===== config.mk =====
export PLATFORM = sky130hd
export DESIGN_NAME = mem_arbiter
export DESIGN_NICKNAME = d
export VERILOG_FILES = /design/src/rtl/mem_arb_pkg.sv /design/src/rtl/mem_arbiter.sv
export SDC_FILE = /design/constraint.sdc
export NUM_CORES = 1
export LEC_CHECK = 0
export CORE_UTILIZATION = 40
export CTS_CLUSTER_SIZE = 40
export DETAILED_ROUTE_END_ITERATION = 10
export HOLD_SLACK_MARGIN = 0.12
export PLACE_DENSITY_LB_ADDON = 0.05
export SLEW_MARGIN = 20
export SYNTH_ARGS = -nofsm -noshare
export SYNTH_HDL_FRONTEND = slang
export SYNTH_SLANG_ARGS = --single-unit

===== constraint.sdc =====
create_clock -name Clk -period 2.26 [get_ports Clk]
set_clock_uncertainty 0.2 [all_clocks]
set_input_delay 0.452 -clock Clk [delete_from_list [all_inputs] [get_ports Clk]]
set_output_delay 0.452 -clock Clk [all_outputs]
set_load 0.03 [all_outputs]

===== src/rtl/mem_arb_pkg.sv =====
// Shared types for the SRAM arbiter: FSM state encoding and port identifiers.
package mem_arb_pkg;

  typedef enum logic [1:0] {
    IDLE   = 2'd0,
    ACCESS = 2'd1,
    DONE   = 2'd2
  } state_t;

  typedef logic port_id_t;

  localparam port_id_t PORT_CPU    = 1'b0;
  localparam port_id_t PORT_LOADER = 1'b1;

endpackage


===== src/rtl/mem_arbiter.sv =====
// Two-port round-robin SRAM arbiter/sequencer: one access in flight, fixed
// wait cycles, req/ack handshake with a single-cycle Ack pulse per access.
module mem_arbiter
  import mem_arb_pkg::*;
#(
  parameter int ADDR_W      = 20,
  parameter int DATA_W      = 16,
  parameter int WAIT_CYCLES = 2
) (
  input  logic              Clk,
  input  logic              Reset,
  input  logic              Req0,
  input  logic              Req1,
  input  logic              We0,
  input  logic              We1,
  input  logic [ADDR_W-1:0] Addr0,
  input  logic [ADDR_W-1:0] Addr1,
  input  logic [DATA_W-1:0] Wdata0,
  input  logic [DATA_W-1:0] Wdata1,
  output logic              Ack0,
  output logic              Ack1,
  output logic [DATA_W-1:0] Rdata0,
  output logic [DATA_W-1:0] Rdata1,
  output logic              Busy,
  output logic              Grant_id,
  output logic [ADDR_W-1:0] SRAM_ADDR,
  output logic [DATA_W-1:0] SRAM_DQ_out,
  output logic              SRAM_DQ_oe,
  input  logic [DATA_W-1:0] SRAM_DQ_in,
  output logic              SRAM_CE_n,
  output logic              SRAM_OE_n,
  output logic              SRAM_WE_n
);

  generate
    if (WAIT_CYCLES < 1 || WAIT_CYCLES > 15) begin : g_bad_wait
      $error("mem_arbiter: WAIT_CYCLES must be in 1..15");
    end
  endgenerate

  state_t                   state;
  port_id_t                 last;
  port_id_t                 pick;
  logic [3:0]               cnt;
  logic                     we_q;
  logic [1:0]               req;
  logic [1:0]               mask;
  logic [1:0]               elig;
  logic [1:0][DATA_W-1:0]   rdata;

  assign req  = {Req1, Req0};
  assign elig = req & ~mask;

  // On a tie the port that was not served last wins.
  always_comb begin
    pick = elig[1] ? PORT_LOADER : PORT_CPU;
    if (&elig) pick = ~last;
  end

  always_ff @(posedge Clk) begin
    if (!Reset) begin
      state       <= IDLE;
      last        <= PORT_LOADER;
      Grant_id    <= PORT_CPU;
      mask        <= '0;
      cnt         <= '0;
      we_q        <= 1'b0;
      SRAM_ADDR   <= '0;
      SRAM_DQ_out <= '0;
      rdata       <= '0;
    end else begin
      case (state)
        IDLE: begin
          mask <= '0;
          if (|elig) begin
            Grant_id    <= pick;
            we_q        <= pick ? We1    : We0;
            SRAM_ADDR   <= pick ? Addr1  : Addr0;
            SRAM_DQ_out <= pick ? Wdata1 : Wdata0;
            cnt         <= 4'(WAIT_CYCLES);
            state       <= ACCESS;
          end
        end
        ACCESS: begin
          if (cnt == 4'd0) begin
            if (!we_q) rdata[Grant_id] <= SRAM_DQ_in;
            state <= DONE;
          end else begin
            cnt <= cnt - 4'd1;
          end
        end
        DONE: begin
          last  <= Grant_id;
          // Hide the just-served port for one IDLE cycle so a late Req drop is not re-served.
          mask  <= Grant_id ? 2'b10 : 2'b01;
          state <= IDLE;
        end
        default: state <= IDLE;
      endcase
    end
  end

  // WE_n rises on the last ACCESS cycle so data stays driven past the rising edge.
  assign SRAM_CE_n  = (state != ACCESS);
  assign SRAM_OE_n  = !((state == ACCESS) && !we_q);
  assign SRAM_WE_n  = !((state == ACCESS) && we_q && (cnt != 4'd0));
  assign SRAM_DQ_oe = (state == ACCESS) && we_q;

  assign Busy   = (state != IDLE);
  assign Ack0   = (state == DONE) && (Grant_id == PORT_CPU);
  assign Ack1   = (state == DONE) && (Grant_id == PORT_LOADER);
  assign Rdata0 = rdata[0];
  assign Rdata1 = rdata[1];

endmodule

==> qor.log <==
[finish] share of post-route cells with drive strength above 1 12.5%
[hold_path] hold depth 2
[timing] share of the clock period used by the worst path 96.8%
[timing] final period demand of the worst path 2190 ps
[grt] antenna violations before repair 0
[clock_network] number of buffers created by CTS 9
[worst_setup_path] slowest cell on the critical path clkdlybuf4s50_1
[grt] via count of the first global-routing pass 3,173
[timing] setup tns final 0 ps
[timing] maximum clock rate 457 MHz
[worst_setup_path] worst path cell trace buf_4 > clkdlybuf4s50_1
[clock_network] CTS Buffer Depth 2
[grt] combined global-route utilization of all metal layers 22.5%
[worst_setup_path] total number of cells along the worst setup path 2
[drt] Detailed Route Iter0 Violations 101
[logic_synthesis] async set-reset flop share out of synthesis 0%
[timing] final worst slack 73.4 ps
[finish] nets@finish 645
[status] status complete, no violations
[pwr] ratio of total power to cell area 747 nW/um2
[logic_synthesis] cell taking the most area after synthesis dfxtp_1
[logic_synthesis] cell area after technology mapping 3270 um2
[logic_synthesis] synthesized instance count 389
[worst_setup_path] WP buf/inv 2
[pwr] leakage power total 2.00 nW
[clock_network] clock transition at the registers of the reported paths 80 ps
[finish] growth of design area from synthesis to finish 61.7%
[drt] TritonRoute pass-1 iters 4
[die] count of standard-cell rows 32
[placed_design] number of input and output port buffers inserted 169
[clock_network] root buffer selected by CTS clkbuf_8
[timing] Final Hold Fails 0
[drt] final WL 9.25 mm
[placed_design] pre-CTS worst setup slack 18.9 ps
[worst_setup_path] startpoint types flop
[drt] post-detailed-route count of antenna-violating nets 0
[timing] Max-Slew Margin vs Limit 67.9%
[worst_setup_path] required time of the critical path 1610 ps
[worst_setup_path] endpoint kind of the worst setup timing path output pin
[logic_synthesis] Synthesized Nets 485
[drt] number of vias after detailed routing 3,245
[logic_synthesis] synthesis-stage register bit count 79
[grt] global-route wire length before repair 15.1 mm
[clock_network] CTS H-Tree Depth 3
[worst_setup_path] path type of the worst setup path flop to output pin
[die] starting density of the core 41.8%
[run] Max Cap Viol 0
[timing] number of failing setup endpoints in the final timing report 0
[worst_setup_path] Worst R2R Path Depth 7
[logic_synthesis] EDFF count, synth 0
[logic_synthesis] part of the Yosys area used for sequential elements 48.4%
[logic_synthesis] number of unique standard cell types used by synthesis 36
[logic_synthesis] share of the synthesized area in the top cell type 48.4%
[die] die height 92.4 um
[timing] max-slew violation total from the final report 0
[die] die outline area 8530 um2
[logic_synthesis] cell types occupying the most area after synthesis dfxtp_1, nand2_1, o21ai_0, a31oi_1, nand3_2
[die] number of top-level pins 170
[logic_synthesis] most numerous cell in the Yosys netlist nand2_1
[logic_synthesis] count of synthesis-stage warnings from yosys 0
[worst_setup_path] largest stage delay on the critical path 670 ps
[hold_path] Tightest Hold Check Type flop to flop
[drt] wire length per cell after detailed routing 14.1 um
[timing] slew at the pin with the worst max-slew slack 481 ps
[drt] ratio of routed vias to standard cells 4.95
[drt] DRC violations left 0
[worst_setup_path] maximum fanout encountered on the critical timing path 4
[placed_design] routability congestion estimate 0.788
[logic_synthesis] dominant register cell in the synthesized netlist dfxtp_1
[finish] ant diodes 0
[placed_design] DP Wirelength 6.62 mm
[clock_network] Worst-Skew Late Latency 340 ps
[grt] final global-route overflow total 0
[logic_synthesis] most instantiated cells after synthesis nand2_1, dfxtp_1, o21ai_0, a31oi_1, nand3_1
[die] Core Region 7810 um2
[timing] setup repair after global routing missed its margin false
[clock_network] CTS tree built
[worst_setup_path] kind of cell adding the most delay to the critical path buffers and inverters
[finish] total of fill cells in the finished design 650
[die] x dimension of the die 92.4 um
[pwr] largest vdd supply drop 367 uV
[clock_network] CTS Hold Bufs 0
[worst_setup_path] Arrival @ worst endpoint 1530 ps
[clock_network] CTS sink count 79
[timing] post-route worst hold slack 259 ps
[logic_synthesis] Avg Synthesized Cell Area 8.40 um2
[grt] largest net degree at the start of global routing 47
report_power, final:
group	total [mW]	switching [mW]	internal, mW
combinational	1.25	0.682	0.564
clock	1.08	0.534	0.544
sequential	1.62	0.0847	1.54
per-stage QoR:
stage / util (%) / instances / area [um2] / power (mW)
3_5_place_dp: 64.8 / 639 / 5060 / 2.89
6_report: 67.7 / 656 / 5280 / 3.95
4_1_cts: 67.4 / 655 / 5270 / 3.97
5_1_grt: 67.7 / 656 / 5280 / 4.15
2_1_floorplan: - / 389 / 3270 / 2.34
3_3_place_gp: 64.8 / 639 / 5060 / 2.88
cells by family after synthesis:
family                     after synthesis  share of synthesized area, %
AOI/OAI and AO/OA                      113                          21.1
xor gates and xnor gates                 1                         0.268
adders and majority gates                2                         0.766
buffers and inverters                   37                          5.71
DFF                                     79                          48.4
muxes                                    1                         0.306
and+or+nand+nor                        156                          23.4
layout by cell type, fill, tap and decap left out, types with 2 or more instances in the layout:
cell type,netlist,final
o21ai_0,53,53
and2_1,2,2
clkdlybuf4s50_1,0,161
clkinv_4,0,2
ha_1,2,2
nand3_2,14,14
a31oi_1,37,37
dfxtp_1,79,78
o21a_1,2,2
buf_4,0,9
nand3_1,20,20
nand2_1,97,97
clkbuf_8,0,10
nor3_1,3,3
clkinvlp_4,0,3
o21ai_2,16,16
nor2_1,3,2
nand3b_1,2,2
nand2b_1,3,3
a21oi_1,2,2
inv_1,3,3
buf_12,0,5
dlygate4sd2_1,0,6
nor2b_1,4,4
worst min-delay path, delay by kind of cell, from the launching register on:
family,cells,cell delay (ps)
flops,1,320
simple gates,1,60
compound gates,1,40
cell type report:
type | count | area (um2) | share of cell area (%)
clock buffer | 10 | 138 | 2.61
multi-input combinational | 273 | 1510 | 28.6
tap | 102 | 128 | 2.42
sequential | 79 | 1580 | 30.0
clock inverter | 6 | 70.1 | 1.33
inverter | 4 | 15.0 | 0.284
timing repair buffer | 182 | 1840 | 34.8
flip-flops by register name, summed over array words and instances, names as in the netlist:
name	cells
SRAM_ADDR	20
Rdata0	16
Rdata1	16
SRAM_DQ_out	16
cnt	4
mask	2
state	2
Grant_id	1
last	1
we_q	1
metal layers:
metal / wire [um] / track usage (%) / vias to the layer above
li1: - / - / 1668
met2: 4460 / 37.2 / 104
met4: 160 / 8.46 / 0
met5: 0 / 0 / -
met1: 3930 / 26.8 / 1463
met3: 691 / 7.80 / 10
what timing repair did:
action,CTS,global route
resized for setup,7,3
buffers inserted,0,1
endpoints found under the setup margin,7,1
endpoints found under the hold margin,0,0
final timing paths:
| path | slack [ps] | from | end |
|---|---|---|---|
| setup / recovery | 70 | Grant_id | Grant_id |
| hold / removal | 260 | Rdata0[11] | Rdata0[11] |
| setup reg to reg | 170 | cnt[0] | Rdata0[0] |
| hold reg to reg | 260 | Rdata0[11] | Rdata0[11] |
Power figures use the tool's default switching activity.
